### config.mk
export PLATFORM = sky130hd
export DESIGN_NAME = hdmi_packet_scheduler
export DESIGN_NICKNAME = d
export VERILOG_FILES = /design/src/rtl/hdmi_packet_scheduler.sv
export SDC_FILE = /design/constraint.sdc
export NUM_CORES = 1
export LEC_CHECK = 0
export BUFFER_PORTS_ARGS = -buffer_cell sky130_fd_sc_hd__buf_2
export CAP_MARGIN = 20
export CORE_MARGIN = 3
export CORE_UTILIZATION = 56
export DETAILED_ROUTE_END_ITERATION = 8
export PLACE_DENSITY_LB_ADDON = 0.3
export SETUP_SLACK_MARGIN = 0.05
export SLEW_MARGIN = 5
export SYNTH_ARGS = -nofsm -noshare
export SYNTH_HDL_FRONTEND = slang
export SYNTH_SLANG_ARGS = --single-unit
export TNS_END_PERCENT = 30
### constraint.sdc
create_clock -name clk_pixel -period 3.3 [get_ports clk_pixel]
set_input_delay 0.165 -clock clk_pixel [delete_from_list [all_inputs] [get_ports clk_pixel]]
set_output_delay 0.165 -clock clk_pixel [all_outputs]
set_load 0.1 [all_outputs]
### src/rtl/hdmi_packet_scheduler.sv
// Data-island packet arbiter for the HDMI transmitter: picks ACR, audio sample,
// InfoFrame or null packet for each packet slot, with an audio run limit so InfoFrames are not starved.
module hdmi_packet_scheduler #(
    parameter int MAX_AUDIO_RUN = 4,
    parameter int SPD_ENABLE    = 1,
    parameter int OVF_WIDTH     = 8
) (
    input  logic                 clk_pixel,
    input  logic                 reset_n,
    input  logic                 packet_enable,
    input  logic                 acr_wrap,
    input  logic                 audio_pending,
    input  logic                 frame_start,
    output logic                 audio_ack,
    output logic [2:0]           packet_select,
    output logic [7:0]           packet_type,
    output logic [OVF_WIDTH-1:0] acr_overrun
);

    localparam int RUN_W = (MAX_AUDIO_RUN < 1) ? 1 : $clog2(MAX_AUDIO_RUN + 1);
    localparam logic [RUN_W-1:0] RUN_MAX = RUN_W'(MAX_AUDIO_RUN);
    localparam logic [OVF_WIDTH-1:0] OVF_MAX = {OVF_WIDTH{1'b1}};

    localparam logic [2:0] SEL_NULL  = 3'd0;
    localparam logic [2:0] SEL_ACR   = 3'd1;
    localparam logic [2:0] SEL_AUDIO = 3'd2;
    localparam logic [2:0] SEL_AVI   = 3'd3;
    localparam logic [2:0] SEL_AIF   = 3'd4;
    localparam logic [2:0] SEL_SPD   = 3'd5;

    // HB0 header byte for each packet source
    function automatic logic [7:0] hb0_of(input logic [2:0] sel);
        logic [7:0] hb;
        case (sel)
            SEL_NULL:  hb = 8'h00;
            SEL_ACR:   hb = 8'h01;
            SEL_AUDIO: hb = 8'h02;
            SEL_AVI:   hb = 8'h82;
            SEL_AIF:   hb = 8'h84;
            SEL_SPD:   hb = 8'h83;
            default:   hb = 8'h00;
        endcase
        return hb;
    endfunction

    logic                 acr_wrap_q, acr_wrap_d;
    logic                 acr_pend_q, acr_pend_d;
    logic                 avi_pend_q, avi_pend_d;
    logic                 aif_pend_q, aif_pend_d;
    logic                 spd_pend_q, spd_pend_d;
    logic [RUN_W-1:0]     run_cnt_q, run_cnt_d;
    logic [OVF_WIDTH-1:0] acr_overrun_q, acr_overrun_d;
    logic [2:0]           packet_select_q, packet_select_d;
    logic [7:0]           packet_type_q, packet_type_d;
    logic                 audio_ack_q, audio_ack_d;

    logic       acr_edge;
    logic       if_pend;
    logic       skip_audio;
    logic [2:0] winner;
    logic [2:0] grant;
    logic       spd_set;

    // Arbitration on the registered flags, then flag/counter updates
    always_comb begin
        acr_edge   = acr_wrap ^ acr_wrap_q;
        if_pend    = avi_pend_q | aif_pend_q | spd_pend_q;
        skip_audio = if_pend && (run_cnt_q == RUN_MAX);
        spd_set    = (SPD_ENABLE != 0) ? frame_start : 1'b0;

        if (acr_pend_q) begin
            winner = SEL_ACR;
        end else if (audio_pending && !skip_audio) begin
            winner = SEL_AUDIO;
        end else if (avi_pend_q) begin
            winner = SEL_AVI;
        end else if (aif_pend_q) begin
            winner = SEL_AIF;
        end else if (spd_pend_q) begin
            winner = SEL_SPD;
        end else begin
            winner = SEL_NULL;
        end

        grant = packet_enable ? winner : SEL_NULL;

        acr_wrap_d    = acr_wrap;
        acr_overrun_d = acr_overrun_q;
        if (acr_edge) begin
            // A new CTS landing on the ACR grant simply re-arms the flag
            acr_pend_d = 1'b1;
            if (acr_pend_q && (grant != SEL_ACR) && (acr_overrun_q != OVF_MAX)) begin
                acr_overrun_d = acr_overrun_q + {{(OVF_WIDTH-1){1'b0}}, 1'b1};
            end else begin
                acr_overrun_d = acr_overrun_q;
            end
        end else if (grant == SEL_ACR) begin
            acr_pend_d = 1'b0;
        end else begin
            acr_pend_d = acr_pend_q;
        end

        avi_pend_d = frame_start | (avi_pend_q & (grant != SEL_AVI));
        aif_pend_d = frame_start | (aif_pend_q & (grant != SEL_AIF));
        spd_pend_d = spd_set     | (spd_pend_q & (grant != SEL_SPD));

        if (!if_pend) begin
            run_cnt_d = {RUN_W{1'b0}};
        end else if ((grant == SEL_AVI) || (grant == SEL_AIF) || (grant == SEL_SPD)) begin
            run_cnt_d = {RUN_W{1'b0}};
        end else if ((grant == SEL_AUDIO) && (run_cnt_q != {RUN_W{1'b1}})) begin
            run_cnt_d = run_cnt_q + {{(RUN_W-1){1'b0}}, 1'b1};
        end else begin
            run_cnt_d = run_cnt_q;
        end

        if (packet_enable) begin
            packet_select_d = winner;
            packet_type_d   = hb0_of(winner);
        end else begin
            packet_select_d = packet_select_q;
            packet_type_d   = packet_type_q;
        end

        audio_ack_d = (grant == SEL_AUDIO);
    end

    // State registers with synchronous active-low reset
    always_ff @(posedge clk_pixel) begin
        if (!reset_n) begin
            acr_wrap_q      <= 1'b0;
            acr_pend_q      <= 1'b0;
            avi_pend_q      <= 1'b0;
            aif_pend_q      <= 1'b0;
            spd_pend_q      <= 1'b0;
            run_cnt_q       <= {RUN_W{1'b0}};
            acr_overrun_q   <= {OVF_WIDTH{1'b0}};
            packet_select_q <= SEL_NULL;
            packet_type_q   <= 8'h00;
            audio_ack_q     <= 1'b0;
        end else begin
            acr_wrap_q      <= acr_wrap_d;
            acr_pend_q      <= acr_pend_d;
            avi_pend_q      <= avi_pend_d;
            aif_pend_q      <= aif_pend_d;
            spd_pend_q      <= spd_pend_d;
            run_cnt_q       <= run_cnt_d;
            acr_overrun_q   <= acr_overrun_d;
            packet_select_q <= packet_select_d;
            packet_type_q   <= packet_type_d;
            audio_ack_q     <= audio_ack_d;
        end
    end

    assign audio_ack     = audio_ack_q;
    assign packet_select = packet_select_q;
    assign packet_type   = packet_type_q;
    assign acr_overrun   = acr_overrun_q;

endmodule

After elaboration in Yosys (flattened, before gate mapping)
Cells that the tools add are included.
{"block": "word_totals", "input_bits": 6, "register_bits": 28}
{"block": "classes", "muxes": 9, "n_bitwise": 11, "eq_ne": 17, "n_reduce_logical": 11, "add_sub_neg": 2}
{"cell": "$pmux 8 s5", "count": 1}
{"cell": "$mux 3", "count": 6}
{"cell": "$eq 3x3->1 const B", "count": 5}
{"cell": "$eq 3x2->1 const B", "count": 4}
{"cell": "$ne 3x3->1 const B", "count": 3}
{"cell": "$add 8x1->8 const B", "count": 1}
{"cell": "$ne 8x8->1 const B", "count": 1}
{"cell": "$eq 3x1->1 const B", "count": 2}
{"cell": "$logic_and 1x1->1", "count": 5}
{"cell": "$or 1x1->1", "count": 5}
{"cell": "$add 3x1->3 const B", "count": 1}
{"cell": "$and 1x1->1", "count": 3}
{"cell": "$ne 3x1->1 const B", "count": 1}
{"cell": "$ne 3x2->1 const B", "count": 1}
{"cell": "$reduce_or 3->1", "count": 1}
{"cell": "$logic_or 1x1->1", "count": 2}
{"cell": "$mux 1", "count": 2}
{"cell": "$not 1->1", "count": 2}
{"cell": "$reduce_and 2->1", "count": 1}
{"cell": "$reduce_bool 2->1", "count": 1}
{"cell": "$logic_not 1->1", "count": 1}
{"cell": "$xor 1x1->1", "count": 1}

Longest topological paths before layout
{"block": "logic_depth", "depth_word": 12, "ltp_mapped": 6, "depth_no_buf": 6}

Worst setup path before layout
No wires, ideal clock.
{"block": "synth_timing", "path_kind": "register to register", "startpoint": "register acr_overrun_q[1] (netlist: acr_overrun[1])", "endpoint": "register acr_overrun_q[6] (netlist: acr_overrun[6])", "required_time_ns": 3.229, "path_stages_with_launch": 6, "path_buffers": 0, "arrival_time_ns": 2.014, "slack_ns": 1.215, "path_cell_list": "dfxtp_1 > ha_1 > and3b_1 > o211ai_1 > or3_1 > a21oi_1"}
{"block": "synth_via", "elab_chain_len": 3, "elab_cells_between_ends": 4, "classes_between": "1 x add/sub; 1 x eq/ne; 2 x reduce/logical"}
{"element": "from (decl)", "line": "52", "source": "logic [OVF_WIDTH-1:0] acr_overrun_q, acr_overrun_d;"}
{"element": "from (signal assigned)", "line": "137", "source": "acr_overrun_q <= {OVF_WIDTH{1'b0}};"}
{"element": "from (signal assigned)", "line": "148", "source": "acr_overrun_q <= acr_overrun_d;"}
{"element": "parallel branches: the longest is 3 deep, another holds $add 8x1->8"}
Several ways; the timed one is not identified.
A chain may end at the register's enable or synchronous reset.

Final worst setup path
{"block": "layout_timing", "startpoint": "register acr_overrun_q[0] (netlist: acr_overrun[0])", "endpoint": "register acr_overrun_q[3] (netlist: acr_overrun[3])"}
The elaborated chain is that of the path after synthesis.

==> results.ini <==
[critical_path]
slowest_delay_ns=0.52
slowest_stage=or4_1
end_kind=flip-flop
cp-start-kind=flip-flop
cp_max_fo=9
crit_chain=ha_1 > nand3_1 > nor2_1 > or4_1 > a21oi_1
crit_required_ns=3.56
cp.arrival_ns=1.77
path_class=flip-flop to flip-flop

[sta]
layout_setup_ws_ns=1.789
finalClockSkew_ns=0.004146
timing.fmax_ghz=0.6619
setup_viol=0
finalHoldViolCount=0
period_share=0.4578
fin_setup_tns_ns=0
final.min_clock_period_ns=1.511
rsz0062_at_grt=false
slew_viol_final=0

[final_layout]
drive_gt1_frac=0.2053
final_cell_mix=dfxtp_1 (24), buf_2 (21), nor2_1 (16)
area_growth_pct=11.88
final_common_cell=dfxtp_1
fin_nets=162
layout.cells.non_filler=176
antenna_cells=0
fin_util=0.6990
nFillCells=165

[cts]
cts_hold_buf=0
cts_resized=0
cts-root-buf=clkbuf_4
numCtsBuffers=3
ctsHtreeMaxLevel=1
post-cts-setup-buffers=0
clk_pin_slew_ns=0.13
insertion_delay_ns=0.32
cts.sink_count=24
cts_tree=done
clockBufferDepth=2

[synthesis]
ys_types=39
synth_top_family_by_area=simple AND/OR/NAND/NOR gates
synth-xor-area-share=0.02970
synth_cells=130
ys_seq_elements=24
synth_seq_area_share=0.4224
synth.mux.area_fraction=0.02640
yosys.area_share.adder=0.04400
synth.yosys.warnings=0
syn-mean-instance-area_um2=8.749
yosys.area_share.simple=0.2343
synth-compound-area-share=0.1771
synth_area_um2=1137

[route]
first_iter_violations=26
ant_nets=0
vias=973
drc=0
first_pass_iters=4
vias_per_cell=5.528
wire_per_inst_um=12.49
routed_wl_um=2199

[floorplan]
start_util=0.6247
core_area_um2=1821
die_h_um=51.07
pin_count=26
die_area_um2=2608
die_w_um=51.07
rows=15

[power]
ir_drop_v=0.0003702
total_power_w=0.0005887
power_density_nw_per_um2=462.6
leakage_nw=0.5500

[job]
cap_violations=0

[grt]
grt_pass1_vias=885
grt_max_degree=15
grt_use_total=0.1873
grt_overflow=0
grt_pass1_wl_um=3774
antenna_found_initial=0

[outcome]
status=complete, no violations

[placement]
dp_cells=172
gp_congestion=0.8953
portBuffers=21
dp_hpwl_um=1600
dp_slack_ns=1.791

[min_path]
hold_path.class=input port to flip-flop

Yosys cell counts, drive strengths merged:
library cell	count	area share
or3b	1	0.0077
nand2	5	0.019
nand3	6	0.026
nor2	16	0.053
nor2b	3	0.017
a21boi	1	0.0066
inv	6	0.020
buf	5	0.036
and2b	1	0.0077
nor3	2	0.0088
a2bb2oi	2	0.015
o21a	2	0.013
dfxtp	24	0.42
a21bo	1	0.0088
xnor2	1	0.0077
conb	1	0.0033
and3b	1	0.0077
o21ai	6	0.026
o211ai	2	0.013
ha	4	0.044
nand4	2	0.011
mux2i	3	0.026
o22ai	1	0.0055
a21oi	13	0.057
or4	2	0.013
nor4	1	0.0055
o31ai	2	0.013
o221a	1	0.0099
nand4b	1	0.0077
clkbuf	2	0.0066
and2	1	0.0055
or3	4	0.022
nand3b	1	0.0066
nand2b	3	0.017
xor2	2	0.022
o311ai	1	0.0077
layer usage:
| layer | vias up | wire, um | part of all wire | GRT usage |
|---|---|---|---|---|
| met1 | 440 | 1063 | 0.48 | 0.2477 |
| met3 | 5 | 104 | 0.047 | 0.02915 |
| met5 | - | 0 | 0 | 0 |
| li1 | 499 | - | - | - |
| met4 | 0 | 40 | 0.018 | 0.08520 |
| met2 | 29 | 991 | 0.45 | 0.2983 |
cells by family after synthesis:
logic type	count (synthesis)
simple gates	50
xor+xnor	3
fa+ha+maj	4
compound gates	32
buf+inv	13
other cells	1
mux	3
flops	24
critical path: cells and delay by family (launching register included):
kind            cells  cell delay [ns]
simple gates        3             0.70
fa+ha+maj           1             0.22
flops               1             0.39
compound gates      1             0.15
power by group:
part / internal [W] / leakage, nW / total, W / switching, W
registers: 0.000301 / 0.196 / 0.000311 / 0.00000987
logic: 0.0000255 / 0.333 / 0.000121 / 0.0000952
clock network: 0.0000675 / 0.0210 / 0.000157 / 0.0000894
total: 0.000394 / 0.550 / 0.000589 / 0.000194
path summary, 6_finish.rpt:
check	from	to	slack [ns]	cells past startpoint
min	acr_wrap	acr_wrap_q$_SDFF_PN0_	0.09	2
max	acr_overrun[0]$_SDFFE_PN0P_	acr_overrun[3]$_SDFFE_PN0P_	1.79	5
max reg2reg	acr_overrun[0]$_SDFFE_PN0P_	acr_overrun[3]$_SDFFE_PN0P_	1.79	5
min reg2reg	packet_type[7]$_SDFFE_PN0P_	packet_type[7]$_SDFFE_PN0P_	0.51	2
stage by stage:
| step | hold slack [ns] | instance area, um^2 |
|---|---|---|
| floorplan | 0.2824 | 1149 |
| CTS | 0.09317 | 1272 |
| global placement | 0.4151 | 1236 |
| finish | 0.08871 | 1272 |
| global route | 0.09375 | 1272 |
| detailed placement | 0.4313 | 1236 |
state kept, by name (all words and copies together) (netlist names):
register       flops
acr_overrun        8
packet_type        4
packet_select      3
run_cnt_q          3
acr_pend_q         1
acr_wrap_q         1
aif_pend_q         1
audio_ack          1
avi_pend_q         1
spd_pend_q         1
area by class of cell:
type	count	area [um^2]	area share
Inverter	6	22.52	0.01770
Timing Repair Buffer	21	105.1	0.08260
Multi-Input combinational cell	96	596.8	0.4690
Clock buffer	4	36.28	0.02852
Tap cell	25	31.28	0.02458
Sequential cell	24	480.5	0.3776
Power figures use the tool's default switching activity.
